### src/rtl/mips_pkg.sv
// -----------------------------------------------------------------------------
// mips_pkg
// Purpose : Shared constants for the multicycle MIPS controller: opcode and
//           function-field values, ALUC encodings, FSM state enum, instruction
//           classes, pc_src / ALU operand select codes and fault codes.
// Ports   : none (package)
// -----------------------------------------------------------------------------
package mips_pkg;

    // Opcodes (IR[31:26])
    localparam logic [5:0] OP_RTYPE = 6'b000000;
    localparam logic [5:0] OP_J     = 6'b000010;
    localparam logic [5:0] OP_BEQ   = 6'b000100;
    localparam logic [5:0] OP_BNE   = 6'b000101;
    localparam logic [5:0] OP_ADDI  = 6'b001000;
    localparam logic [5:0] OP_ANDI  = 6'b001100;
    localparam logic [5:0] OP_ORI   = 6'b001101;
    localparam logic [5:0] OP_XORI  = 6'b001110;
    localparam logic [5:0] OP_LUI   = 6'b001111;
    localparam logic [5:0] OP_LW    = 6'b100011;
    localparam logic [5:0] OP_SW    = 6'b101011;

    // R-type function codes (IR[5:0])
    localparam logic [5:0] FN_SLL = 6'b000000;
    localparam logic [5:0] FN_SRL = 6'b000010;
    localparam logic [5:0] FN_SRA = 6'b000011;
    localparam logic [5:0] FN_ADD = 6'b100000;
    localparam logic [5:0] FN_SUB = 6'b100010;
    localparam logic [5:0] FN_AND = 6'b100100;
    localparam logic [5:0] FN_OR  = 6'b100101;
    localparam logic [5:0] FN_XOR = 6'b100110;

    // ALU operation encodings
    localparam logic [3:0] ALUC_ADD = 4'b0000;
    localparam logic [3:0] ALUC_AND = 4'b0001;
    localparam logic [3:0] ALUC_XOR = 4'b0010;
    localparam logic [3:0] ALUC_SLL = 4'b0011;
    localparam logic [3:0] ALUC_SUB = 4'b0100;
    localparam logic [3:0] ALUC_OR  = 4'b0101;
    localparam logic [3:0] ALUC_LUI = 4'b0110;
    localparam logic [3:0] ALUC_SRL = 4'b0111;
    localparam logic [3:0] ALUC_SRA = 4'b1111;

    // PC source select
    localparam logic [1:0] PC_SRC_ALU    = 2'd0;
    localparam logic [1:0] PC_SRC_BRANCH = 2'd1;
    localparam logic [1:0] PC_SRC_JUMP   = 2'd2;

    // ALU operand selects
    localparam logic [1:0] SRC_A_PC     = 2'd0;
    localparam logic [1:0] SRC_A_Q1     = 2'd1;
    localparam logic [1:0] SRC_A_SHAMT  = 2'd2;
    localparam logic [1:0] SRC_B_Q2     = 2'd0;
    localparam logic [1:0] SRC_B_FOUR   = 2'd1;
    localparam logic [1:0] SRC_B_IMM    = 2'd2;
    localparam logic [1:0] SRC_B_IMM_SL = 2'd3;

    // Fault codes
    localparam logic [1:0] FAULT_NONE    = 2'd0;
    localparam logic [1:0] FAULT_ILLEGAL = 2'd1;
    localparam logic [1:0] FAULT_BUS     = 2'd2;

    typedef enum logic [3:0] {
        S_IDLE,
        S_FETCH,
        S_DECODE,
        S_EXEC_R,
        S_EXEC_I,
        S_MEM_ADDR,
        S_MEM_RD,
        S_MEM_WR,
        S_WB_ALU,
        S_WB_MEM,
        S_BRANCH,
        S_JUMP,
        S_FAULT
    } state_t;

    typedef enum logic [2:0] {
        CLS_R,
        CLS_I,
        CLS_MEM,
        CLS_BRANCH,
        CLS_JUMP,
        CLS_ILLEGAL
    } instr_class_t;

endpackage

### src/rtl/mips_ctrl_decode.sv
// -----------------------------------------------------------------------------
// mips_ctrl_decode
// Purpose : Combinational instruction classifier for the multicycle controller.
// Ports   : i_op      [5:0]  opcode field
//           i_func    [5:0]  R-type function field
//           o_class   [2:0]  instruction class (instr_class_t encoding)
//           o_aluc    [3:0]  ALU operation for the execute step
//           o_sext           1 = sign-extend immediate in EXEC_I
//           o_shift          R-type shift (ALU A operand is shamt)
//           o_is_lw          memory class is a load
//           o_is_bne         branch class is BNE
//           o_illegal        op/func pair matches no decoded instruction
// -----------------------------------------------------------------------------
module mips_ctrl_decode
    import mips_pkg::*;
(
    input  logic [5:0] i_op,
    input  logic [5:0] i_func,
    output logic [2:0] o_class,
    output logic [3:0] o_aluc,
    output logic       o_sext,
    output logic       o_shift,
    output logic       o_is_lw,
    output logic       o_is_bne,
    output logic       o_illegal
);

    always_comb begin
        o_class  = CLS_ILLEGAL;
        o_aluc   = ALUC_ADD;
        o_sext   = 1'b0;
        o_shift  = 1'b0;
        o_is_lw  = 1'b0;
        o_is_bne = 1'b0;

        case (i_op)
            OP_RTYPE: begin
                o_class = CLS_R;
                case (i_func)
                    FN_ADD:  o_aluc = ALUC_ADD;
                    FN_SUB:  o_aluc = ALUC_SUB;
                    FN_AND:  o_aluc = ALUC_AND;
                    FN_OR:   o_aluc = ALUC_OR;
                    FN_XOR:  o_aluc = ALUC_XOR;
                    FN_SLL:  begin o_aluc = ALUC_SLL; o_shift = 1'b1; end
                    FN_SRL:  begin o_aluc = ALUC_SRL; o_shift = 1'b1; end
                    FN_SRA:  begin o_aluc = ALUC_SRA; o_shift = 1'b1; end
                    default: o_class = CLS_ILLEGAL;
                endcase
            end
            OP_ADDI: begin o_class = CLS_I; o_aluc = ALUC_ADD; o_sext = 1'b1; end
            OP_ANDI: begin o_class = CLS_I; o_aluc = ALUC_AND; end
            OP_ORI:  begin o_class = CLS_I; o_aluc = ALUC_OR;  end
            OP_XORI: begin o_class = CLS_I; o_aluc = ALUC_XOR; end
            OP_LUI:  begin o_class = CLS_I; o_aluc = ALUC_LUI; end
            OP_LW:   begin o_class = CLS_MEM; o_sext = 1'b1; o_is_lw = 1'b1; end
            OP_SW:   begin o_class = CLS_MEM; o_sext = 1'b1; end
            OP_BEQ:  begin o_class = CLS_BRANCH; o_aluc = ALUC_SUB; end
            OP_BNE:  begin o_class = CLS_BRANCH; o_aluc = ALUC_SUB; o_is_bne = 1'b1; end
            OP_J:    o_class = CLS_JUMP;
            default: o_class = CLS_ILLEGAL;
        endcase

        o_illegal = (o_class == CLS_ILLEGAL);
    end

endmodule

### src/rtl/mips_multicycle_ctrl.sv
// -----------------------------------------------------------------------------
// mips_multicycle_ctrl
// Purpose : Multicycle sequencer for the MIPS datapath. One FSM walks each
//           instruction through FETCH/DECODE/EXEC/MEM/WB over a single shared
//           memory port with wait states, counts retired instructions and
//           raises sticky faults (illegal instruction, bus timeout).
// Params  : MEM_WAIT_MAX  consecutive not-ready cycles before bus timeout (1..255)
//           TRAP_ILLEGAL  1: undecoded instruction faults; 0: retired as NOP
// Ports   : i_clock, i_reset (async, active-high)
//           i_run, i_op[5:0], i_func[5:0], i_zero, i_mem_ready
//           o_pc_write, o_pc_src[1:0], o_ir_write, o_iord, o_mem_read,
//           o_mem_write, o_reg_write, o_regrt, o_mem2reg, o_alu_src_a[1:0],
//           o_alu_src_b[1:0], o_aluc[3:0], o_sext, o_halted, o_fault,
//           o_fault_code[1:0], o_instret[31:0]
// -----------------------------------------------------------------------------
module mips_multicycle_ctrl
    import mips_pkg::*;
#(
    parameter int MEM_WAIT_MAX = 15,
    parameter int TRAP_ILLEGAL = 1
) (
    input  logic        i_clock,
    input  logic        i_reset,
    input  logic        i_run,
    input  logic [5:0]  i_op,
    input  logic [5:0]  i_func,
    input  logic        i_zero,
    input  logic        i_mem_ready,
    output logic        o_pc_write,
    output logic [1:0]  o_pc_src,
    output logic        o_ir_write,
    output logic        o_iord,
    output logic        o_mem_read,
    output logic        o_mem_write,
    output logic        o_reg_write,
    output logic        o_regrt,
    output logic        o_mem2reg,
    output logic [1:0]  o_alu_src_a,
    output logic [1:0]  o_alu_src_b,
    output logic [3:0]  o_aluc,
    output logic        o_sext,
    output logic        o_halted,
    output logic        o_fault,
    output logic [1:0]  o_fault_code,
    output logic [31:0] o_instret
);

    localparam logic [7:0] WAIT_LAST = 8'(MEM_WAIT_MAX - 1);

    state_t      r_state;
    logic [7:0]  r_wait;
    logic [31:0] r_instret;
    logic [1:0]  r_fault_code;

    state_t      w_next_state;
    logic        w_complete;
    logic        w_enter_fault;
    logic [1:0]  w_new_fault_code;
    logic        w_mem_state;

    logic [2:0]  w_class;
    logic [3:0]  w_aluc;
    logic        w_sext;
    logic        w_shift;
    logic        w_is_lw;
    logic        w_is_bne;
    logic        w_illegal;

    mips_ctrl_decode u_decode (
        .i_op      (i_op),
        .i_func    (i_func),
        .o_class   (w_class),
        .o_aluc    (w_aluc),
        .o_sext    (w_sext),
        .o_shift   (w_shift),
        .o_is_lw   (w_is_lw),
        .o_is_bne  (w_is_bne),
        .o_illegal (w_illegal)
    );

    // NOTE: every output and next-state signal gets a default before the case,
    // so no path through the block leaves one unassigned and no latch appears.
    always_comb begin
        w_next_state     = r_state;
        w_complete       = 1'b0;
        w_enter_fault    = 1'b0;
        w_new_fault_code = FAULT_NONE;
        w_mem_state      = 1'b0;

        o_pc_write  = 1'b0;
        o_pc_src    = PC_SRC_ALU;
        o_ir_write  = 1'b0;
        o_iord      = 1'b0;
        o_mem_read  = 1'b0;
        o_mem_write = 1'b0;
        o_reg_write = 1'b0;
        o_regrt     = 1'b0;
        o_mem2reg   = 1'b0;
        o_alu_src_a = SRC_A_PC;
        o_alu_src_b = SRC_B_Q2;
        o_aluc      = ALUC_ADD;
        o_sext      = 1'b0;
        o_halted    = 1'b0;

        case (r_state)
            S_IDLE: begin
                o_halted = 1'b1;
                if (i_run) w_next_state = S_FETCH;
            end
            S_FETCH: begin
                w_mem_state = 1'b1;
                o_mem_read  = 1'b1;
                o_alu_src_a = SRC_A_PC;
                o_alu_src_b = SRC_B_FOUR;
                // PC+4 and IR are both captured in the cycle the read completes.
                if (i_mem_ready) begin
                    o_ir_write   = 1'b1;
                    o_pc_write   = 1'b1;
                    w_next_state = S_DECODE;
                end
            end
            S_DECODE: begin
                // Branch target is computed speculatively while decoding.
                o_alu_src_a = SRC_A_PC;
                o_alu_src_b = SRC_B_IMM_SL;
                o_sext      = 1'b1;
                if (w_illegal) begin
                    if (TRAP_ILLEGAL != 0) begin
                        w_next_state     = S_FAULT;
                        w_enter_fault    = 1'b1;
                        w_new_fault_code = FAULT_ILLEGAL;
                    end else begin
                        w_complete = 1'b1;
                    end
                end else begin
                    case (w_class)
                        CLS_R:      w_next_state = S_EXEC_R;
                        CLS_I:      w_next_state = S_EXEC_I;
                        CLS_MEM:    w_next_state = S_MEM_ADDR;
                        CLS_BRANCH: w_next_state = S_BRANCH;
                        CLS_JUMP:   w_next_state = S_JUMP;
                        default:    w_next_state = S_FAULT;
                    endcase
                end
            end
            S_EXEC_R: begin
                o_alu_src_a  = w_shift ? SRC_A_SHAMT : SRC_A_Q1;
                o_alu_src_b  = SRC_B_Q2;
                o_aluc       = w_aluc;
                w_next_state = S_WB_ALU;
            end
            S_EXEC_I: begin
                o_alu_src_a  = SRC_A_Q1;
                o_alu_src_b  = SRC_B_IMM;
                o_aluc       = w_aluc;
                o_sext       = w_sext;
                o_regrt      = 1'b1;
                w_next_state = S_WB_ALU;
            end
            S_MEM_ADDR: begin
                o_alu_src_a  = SRC_A_Q1;
                o_alu_src_b  = SRC_B_IMM;
                o_sext       = 1'b1;
                w_next_state = w_is_lw ? S_MEM_RD : S_MEM_WR;
            end
            S_MEM_RD: begin
                w_mem_state = 1'b1;
                o_iord      = 1'b1;
                o_mem_read  = 1'b1;
                if (i_mem_ready) w_next_state = S_WB_MEM;
            end
            S_MEM_WR: begin
                w_mem_state = 1'b1;
                o_iord      = 1'b1;
                o_mem_write = 1'b1;
                if (i_mem_ready) w_complete = 1'b1;
            end
            S_WB_ALU: begin
                o_reg_write = 1'b1;
                o_regrt     = (w_class != CLS_R);
                w_complete  = 1'b1;
            end
            S_WB_MEM: begin
                o_reg_write = 1'b1;
                o_regrt     = 1'b1;
                o_mem2reg   = 1'b1;
                w_complete  = 1'b1;
            end
            S_BRANCH: begin
                o_alu_src_a = SRC_A_Q1;
                o_alu_src_b = SRC_B_Q2;
                o_aluc      = ALUC_SUB;
                o_pc_src    = PC_SRC_BRANCH;
                o_pc_write  = w_is_bne ? !i_zero : i_zero;
                w_complete  = 1'b1;
            end
            S_JUMP: begin
                o_pc_src   = PC_SRC_JUMP;
                o_pc_write = 1'b1;
                w_complete = 1'b1;
            end
            S_FAULT: begin
                w_next_state = S_FAULT;
            end
            default: w_next_state = S_IDLE;
        endcase

        if (w_complete) w_next_state = i_run ? S_FETCH : S_IDLE;

        // Bus timeout: this is the MEM_WAIT_MAX-th consecutive not-ready cycle.
        if (w_mem_state && !i_mem_ready && (r_wait == WAIT_LAST)) begin
            w_next_state     = S_FAULT;
            w_enter_fault    = 1'b1;
            w_new_fault_code = FAULT_BUS;
        end
    end

    // NOTE: state registers use non-blocking assignments so every flop samples
    // the pre-edge values, independent of statement order.
    always_ff @(posedge i_clock or posedge i_reset) begin
        if (i_reset) begin
            r_state      <= S_IDLE;
            r_wait       <= '0;
            r_instret    <= '0;
            r_fault_code <= FAULT_NONE;
        end else begin
            r_state   <= w_next_state;
            r_instret <= r_instret + 32'(w_complete);
            if (w_enter_fault) r_fault_code <= w_new_fault_code;
            if (w_mem_state && !i_mem_ready && (w_next_state == r_state))
                r_wait <= r_wait + 8'd1;
            else
                r_wait <= '0;
        end
    end

    assign o_fault      = (r_state == S_FAULT);
    assign o_fault_code = r_fault_code;
    assign o_instret    = r_instret;

endmodule

### config.mk
export PLATFORM = sky130hd
export DESIGN_NAME = mips_multicycle_ctrl
export DESIGN_NICKNAME = d
export VERILOG_FILES = /design/src/rtl/mips_pkg.sv /design/src/rtl/mips_ctrl_decode.sv /design/src/rtl/mips_multicycle_ctrl.sv
export SDC_FILE = /design/constraint.sdc
export NUM_CORES = 1
export LEC_CHECK = 0
export BUFFER_PORTS_ARGS = -buffer_cell sky130_fd_sc_hd__buf_4
export CAP_MARGIN = 20
export CELL_PAD_IN_SITES_DETAIL_PLACEMENT = 0
export CELL_PAD_IN_SITES_GLOBAL_PLACEMENT = 1
export CORE_MARGIN = 2
export CORE_UTILIZATION = 39
export DETAILED_ROUTE_END_ITERATION = 12
export MAX_ROUTING_LAYER = met4
export PLACE_DENSITY_LB_ADDON = 0.12
export SETUP_SLACK_MARGIN = 0.1
export SLEW_MARGIN = 10
export SYNTH_ARGS = -nofsm -noshare
export SYNTH_HDL_FRONTEND = slang
export SYNTH_SLANG_ARGS = --single-unit
export TNS_END_PERCENT = 5
### constraint.sdc
create_clock -name i_clock -period 3.02 [get_ports i_clock]
set_clock_uncertainty 0.2 [all_clocks]
set_input_delay 0 -clock i_clock [delete_from_list [all_inputs] [get_ports i_clock]]
set_output_delay 0 -clock i_clock [all_outputs]
set_load 0.005 [all_outputs]
---- Yosys cells after proc, flatten, opt, wreduce, memory -nomap -nowiden ----
Cells that the tools add are included.
operators by class
  eq/ne operators ......................... 36
  add/subtract/negate cells ............... 2
  muxes and demuxes ....................... 45
  reductions and logical operators ........ 27
operator list
  cell                                                  number
  equality test 6 bit (second input constant)           7
  adder 32 x 1 -> 32 bit                                1
  case mux 4 bit (8 select lines)                       1
  equality test 6 x 4 -> 1 bit (second input constant)  5
  case mux 4 bit (7 select lines)                       1
  2-to-1 mux 4 bit                                      6
  case mux 4 bit (6 select lines)                       1
  2-to-1 mux 1 bit                                      22
  equality test 4 bit (second input constant)           5
  case mux 4 bit (5 select lines)                       1
  equality test 6 x 2 -> 1 bit (second input constant)  3
  OR reduction 2 bit                                    9
  equality test 4 x 3 -> 1 bit (second input constant)  4
  case mux 3 bit (5 select lines)                       1
  equality test 6 x 3 -> 1 bit (second input constant)  2
  zero test 6 bit                                       2
  OR reduction 3 bit                                    4
  OR reduction 5 bit                                    2
  adder 8 x 1 -> 8 bit (second input constant)          1
  equality test 4 x 2 -> 1 bit (second input constant)  2
  equality test 8 x 4 -> 1 bit (second input constant)  1
  2-to-1 mux 8 bit                                      1
  case mux 2 bit (2 select lines)                       2
  case mux 4 bit (2 select lines)                       1
  other kinds (17)                                      25
storage, ports and cells
  input port bits ......................... 17
  logic and storage cells ................. 114
  output and inout port bits .............. 55
  flip-flop bits (word level) ............. 46

---- Depth between registers and ports, before layout ----
  word-level depth ........................ 13
  mapped depth ............................ 13
  gate-level depth less buffers ........... 10

---- Hierarchy ----
A second synthesis with hierarchy kept.
second synthesis, totals
  cells, all modules ...................... 321
  area total of the unflattened synthesis .. 2929.1 um^2
modules (own cells, without submodules)
  module                instances  cells an instance  sequential area each (um^2)  area an instance (um^2)
  mips_multicycle_ctrl  1          264                1151.1                       2582.5
  mips_ctrl_decode      1          57                 0.0                          346.6

---- Worst setup path before layout ----
No wires, ideal clock.
  kind .................................... register -> register
  start point ............................. register r_state[3]
  end point ............................... register r_instret[10], in the netlist o_instret[10]
  arrival ................................. 2.343 ns
  period minus slack after synthesis ...... 2.668 ns
  buffers on the path ..................... 3
  data required time ...................... 2.696 ns
  stages on the path, launching flop included .. 13
  library setup time ...................... 0.124 ns
  setup slack ............................. 0.352 ns
  cells stage by stage .................... dfrtp_1 -> buf_2 -> nor2_1 -> and2_1 -> a21o_1 -> ha_1 -> ha_1 -> and3_1 -> clkbuf_1 -> and3_1 -> clkbuf_1 -> nand3_1 -> xnor2_1
on the way
  longest elaborated chain between the ends .. 4
  elaborated cells between the ends (all ways) .. 8
  classes of those cells .................. 1 x add/sub; 5 x eq/ne; 1 x mux; 1 x reduce/logical
ends and longest elaborated chain
  what                                 line                         RTL
  from (decl)                          mips_multicycle_ctrl.sv:50   state_t r_state;
  from (signal assigned)               mips_multicycle_ctrl.sv:227  r_state <= w_next_state;
  equality test 4 bit                  mips_multicycle_ctrl.sv:105  case (r_state)
  OR reduction 4 bit (no line)         -
  case mux 1 bit (2 select lines) (*)  mips_multicycle_ctrl.sv:105
  adder 32 x 1 -> 32 bit (*)           mips_multicycle_ctrl.sv:228  r_instret <= r_instret + 32'(w_complete);
  to (signal assigned)                 mips_multicycle_ctrl.sv:228
  to (decl)                            mips_multicycle_ctrl.sv:52   logic [31:0] r_instret;
Every way passes the cells marked *; elsewhere a longest branch is shown, timed or not.
A chain may end at the register's enable or synchronous reset.

---- Final worst setup path ----
  start point ............................. register r_state[1]
  end point ............................... register r_instret[10], in the netlist o_instret[10]
Same word-level chain as after synthesis.

==> out/metrics.yaml <==
cts:
  cts_resized: 0
  root_buffer: "clkbuf_8"
  htreeDepth: 2
  cts_tree: "done"
  cts_made_buffers: 5
  clk_path_buf_depth: 2
  clk_latency_ns: 0.30
  clk_pin_slew_ns: 0.09
  cts_sinks: 46
die:
  fp-row-count: 30
  die_y_um: 87.77
  core_um2: 6794
  initial_core_util_pct: 40.28
  ios: 72
  fp.dieW_um: 87.77
  die_area_um2: 7703
critical_path:
  critPathMaxFanout: 10
  critPathArrivalTime_ns: 2.55
  crit_path_start_kind: "flop"
  end_kind: "flop"
  critical_path_class: "flop to flop"
  worstPathRequired_ns: 3.00
detailed_routing:
  ant_nets: 0
  drc: 0
  avgRoutedWirePerCell_um: 13.79
  viasPerCell: 5.087
  drt-pass1-iter-count: 4
  drt-total-wl_mm: 6.660
  vias: 2457
  drtIter0Drc: 149
sta:
  post-route-period-util_pct: 85.32
  setup_tns_ns: 0
  rsz0062_at_grt: "false"
  period_needed_ns: 2.577
  relSlewSlack_pct: 70.51
  finalHoldViolations: 0
  setup_viol: 0
  worstMarginPinSlew_ns: 0.4415
  max_freq_ghz: 0.3881
  maxSlewViolCount: 0
layout:
  fin_nets: 407
  stdcell_area_um2: 3593
  diodes: 0
  area_growth_pct: 31.32
  final_layout_size_suffix_gt1_share_pct: 23.26
synth:
  yosysMostFrequentCell: "dfrtp_1"
  syn_inst: 304
  synth-seq-cells: 46
  synth_top_area_cell: "dfrtp_1"
  synth_common_cells: "dfrtp_1, nor2_1, xnor2_1"
  syn_avg_cell_area_um2: 9.001
  ys_types: 50
  synth-edff-count: 0
  yosysWarnings: 0
  synthFlopType: "dfrtp_1"
  synth_top_area_share_pct: 42.07
  synth_fp_nets: 325
  syn-cell-area_um2: 2736
  yosysSeqAreaShare_pct: 42.07
  async_flop_share_pct: 100.0
  synthTopCellsByArea: "dfrtp_1, xnor2_1, nor2_1"
power_and_ir_drop:
  cellLeakagePower_nw: 1.735
  p_per_area_nw_per_um2: 548.9
  worst_ir_drop_vdd_uv: 222.7
placement:
  io_buffer_count: 71
  placed_area_um2: 3378
  place.gp.congestion: 0.8102
  hpwl_mm: 5.010
global_routing:
  grt_max_degree: 47
  grt_pass1_wl_mm: 11.05
  grt_pass1_vias: 2328
  antenna_found_initial: 0
  grtUsageTotal_pct: 18.62
  grt-ovfl-total: 0
flow_run:
  maxCapViolCount: 0
outcome:
  status: "completed"
worst_hold_path:
  hp-class: "input pin to flop"
==> layer usage <==
metal	up-vias	share of wire [%]	GRT usage, %	routed length [um]
li1	1234	-	-	-
met1	1170	49	26.71	3272
met2	48	46	27.13	3077
met3	5	4.1	3.487	271
met4	0	0.57	4.615	38
met5	-	0	-	0
==> path summary, 6_finish.rpt <==
| check | depth (start not counted) | slack (ns) | start | end |
|---|---|---|---|---|
| max | 10 | 0.44 | r_state[1]$_DFF_PP0_ | o_instret[10]$_DFF_PP0_ |
| min | 5 | 0.02 | i_op[3] | r_state[1]$_DFF_PP0_ |
| max reg2reg | 10 | 0.44 | r_state[1]$_DFF_PP0_ | o_instret[10]$_DFF_PP0_ |
| min reg2reg | 1 | 0.27 | o_instret[31]$_DFF_PP0_ | o_instret[31]$_DFF_PP0_ |
| max in group asynchronous | 5 | 1.67 | i_reset | o_instret[16]$_DFF_PP0_ |
| min in group asynchronous | 4 | 0.50 | i_reset | o_instret[27]$_DFF_PP0_ |
==> timing repair <==
| item | in CTS | in global routing |
|---|---|---|
| setup buffers | 0 | 0 |
| endpoints found under the hold margin | 56 | 6 |
| hold buffers | 9 | 1 |
==> kinds of logic after synthesis <==
kind of cell,Yosys count,synth area share (%)
AO/OA/AOI/OAI,46,11.75
XOR/XNOR,37,11.84
adder cells (fa/ha/maj),4,1.829
buffers and inverters,24,3.704
flip-flops,46,42.07
multiplexers,1,0.3658
AND/OR/NAND/NOR,146,28.44
==> report_power, final <==
group / total (W) / switching [W] / internal (W)
Clock: 0.000395 / 0.000205 / 0.000189
Sequential: 0.000766 / 0.0000858 / 0.000680
Combinational: 0.000812 / 0.000408 / 0.000404
==> metrics by stage <==
stage / setup WS (ns) / util (%) / std cells / hold slack (ns) / total power (W)
final: 0.4433 / 52.89 / 483 / 0.02051 / 0.001972
after floorplan: 0.3523 / - / 304 / -0.06435 / 0.001236
after detailed placement: 0.4415 / 49.72 / 464 / 0.06773 / 0.001577
after global placement: 0.5340 / 49.72 / 464 / 0.06482 / 0.001579
after CTS: 0.4203 / 52.45 / 481 / 0.001412 / 0.001990
after global routing: 0.1482 / 52.89 / 483 / 0.03739 / 0.002124
==> worst max-delay path, cell delays in order, from the launching register on <==
cell and delay [ns]:
dfrtp_1 0.52, nand2_1 0.14, nor2_1 0.13, and2_1 0.17, a21o_1 0.15, ha_1 0.20, ha_1 0.21, and3_1 0.20
and3_1 0.28, nand3_1 0.12, xnor2_1 0.13
==> cell usage in the layout (no fill, tap or decap), types with 3 or more instances in the layout <==
| cell type | synthesis | routed |
|---|---|---|
| buf_4 | 0 | 78 |
| dfrtp_1 | 46 | 46 |
| nor2_1 | 35 | 35 |
| xnor2_1 | 26 | 26 |
| nand2_1 | 23 | 23 |
| nand3_1 | 23 | 23 |
| and3_1 | 13 | 13 |
| xor2_1 | 11 | 11 |
| dlygate4sd3_1 | 0 | 10 |
| inv_1 | 10 | 9 |
| a21oi_1 | 9 | 9 |
| nor2b_1 | 7 | 7 |
| nand4_1 | 7 | 7 |
| nand2b_1 | 7 | 7 |
| and4_1 | 6 | 6 |
| clkbuf_8 | 0 | 6 |
| nor3_1 | 5 | 5 |
| a31oi_1 | 5 | 5 |
| a21o_1 | 5 | 5 |
| o21ai_0 | 5 | 5 |
| ha_1 | 4 | 4 |
| and2_1 | 3 | 3 |
| nand3b_1 | 3 | 3 |
| or3_1 | 3 | 3 |
| o211ai_1 | 3 | 3 |
==> registers in the layout (all words and copies together), names as in the netlist <==
| signal | flops |
|---|---|
| o_instret | 32 |
| r_wait | 8 |
| r_state | 4 |
| o_fault_code | 2 |
==> final cells by class <==
class                   count  area [um^2]
well taps                  96        120.1
flip-flops and latches     46         1151
fillers                   659         3201
multi-input cells         234         1484
clock inverters             1        8.758
clock buffers               7        86.33
inverters                  10        37.54
repair buffers             89        705.7
(Power assumes the default switching activity.)
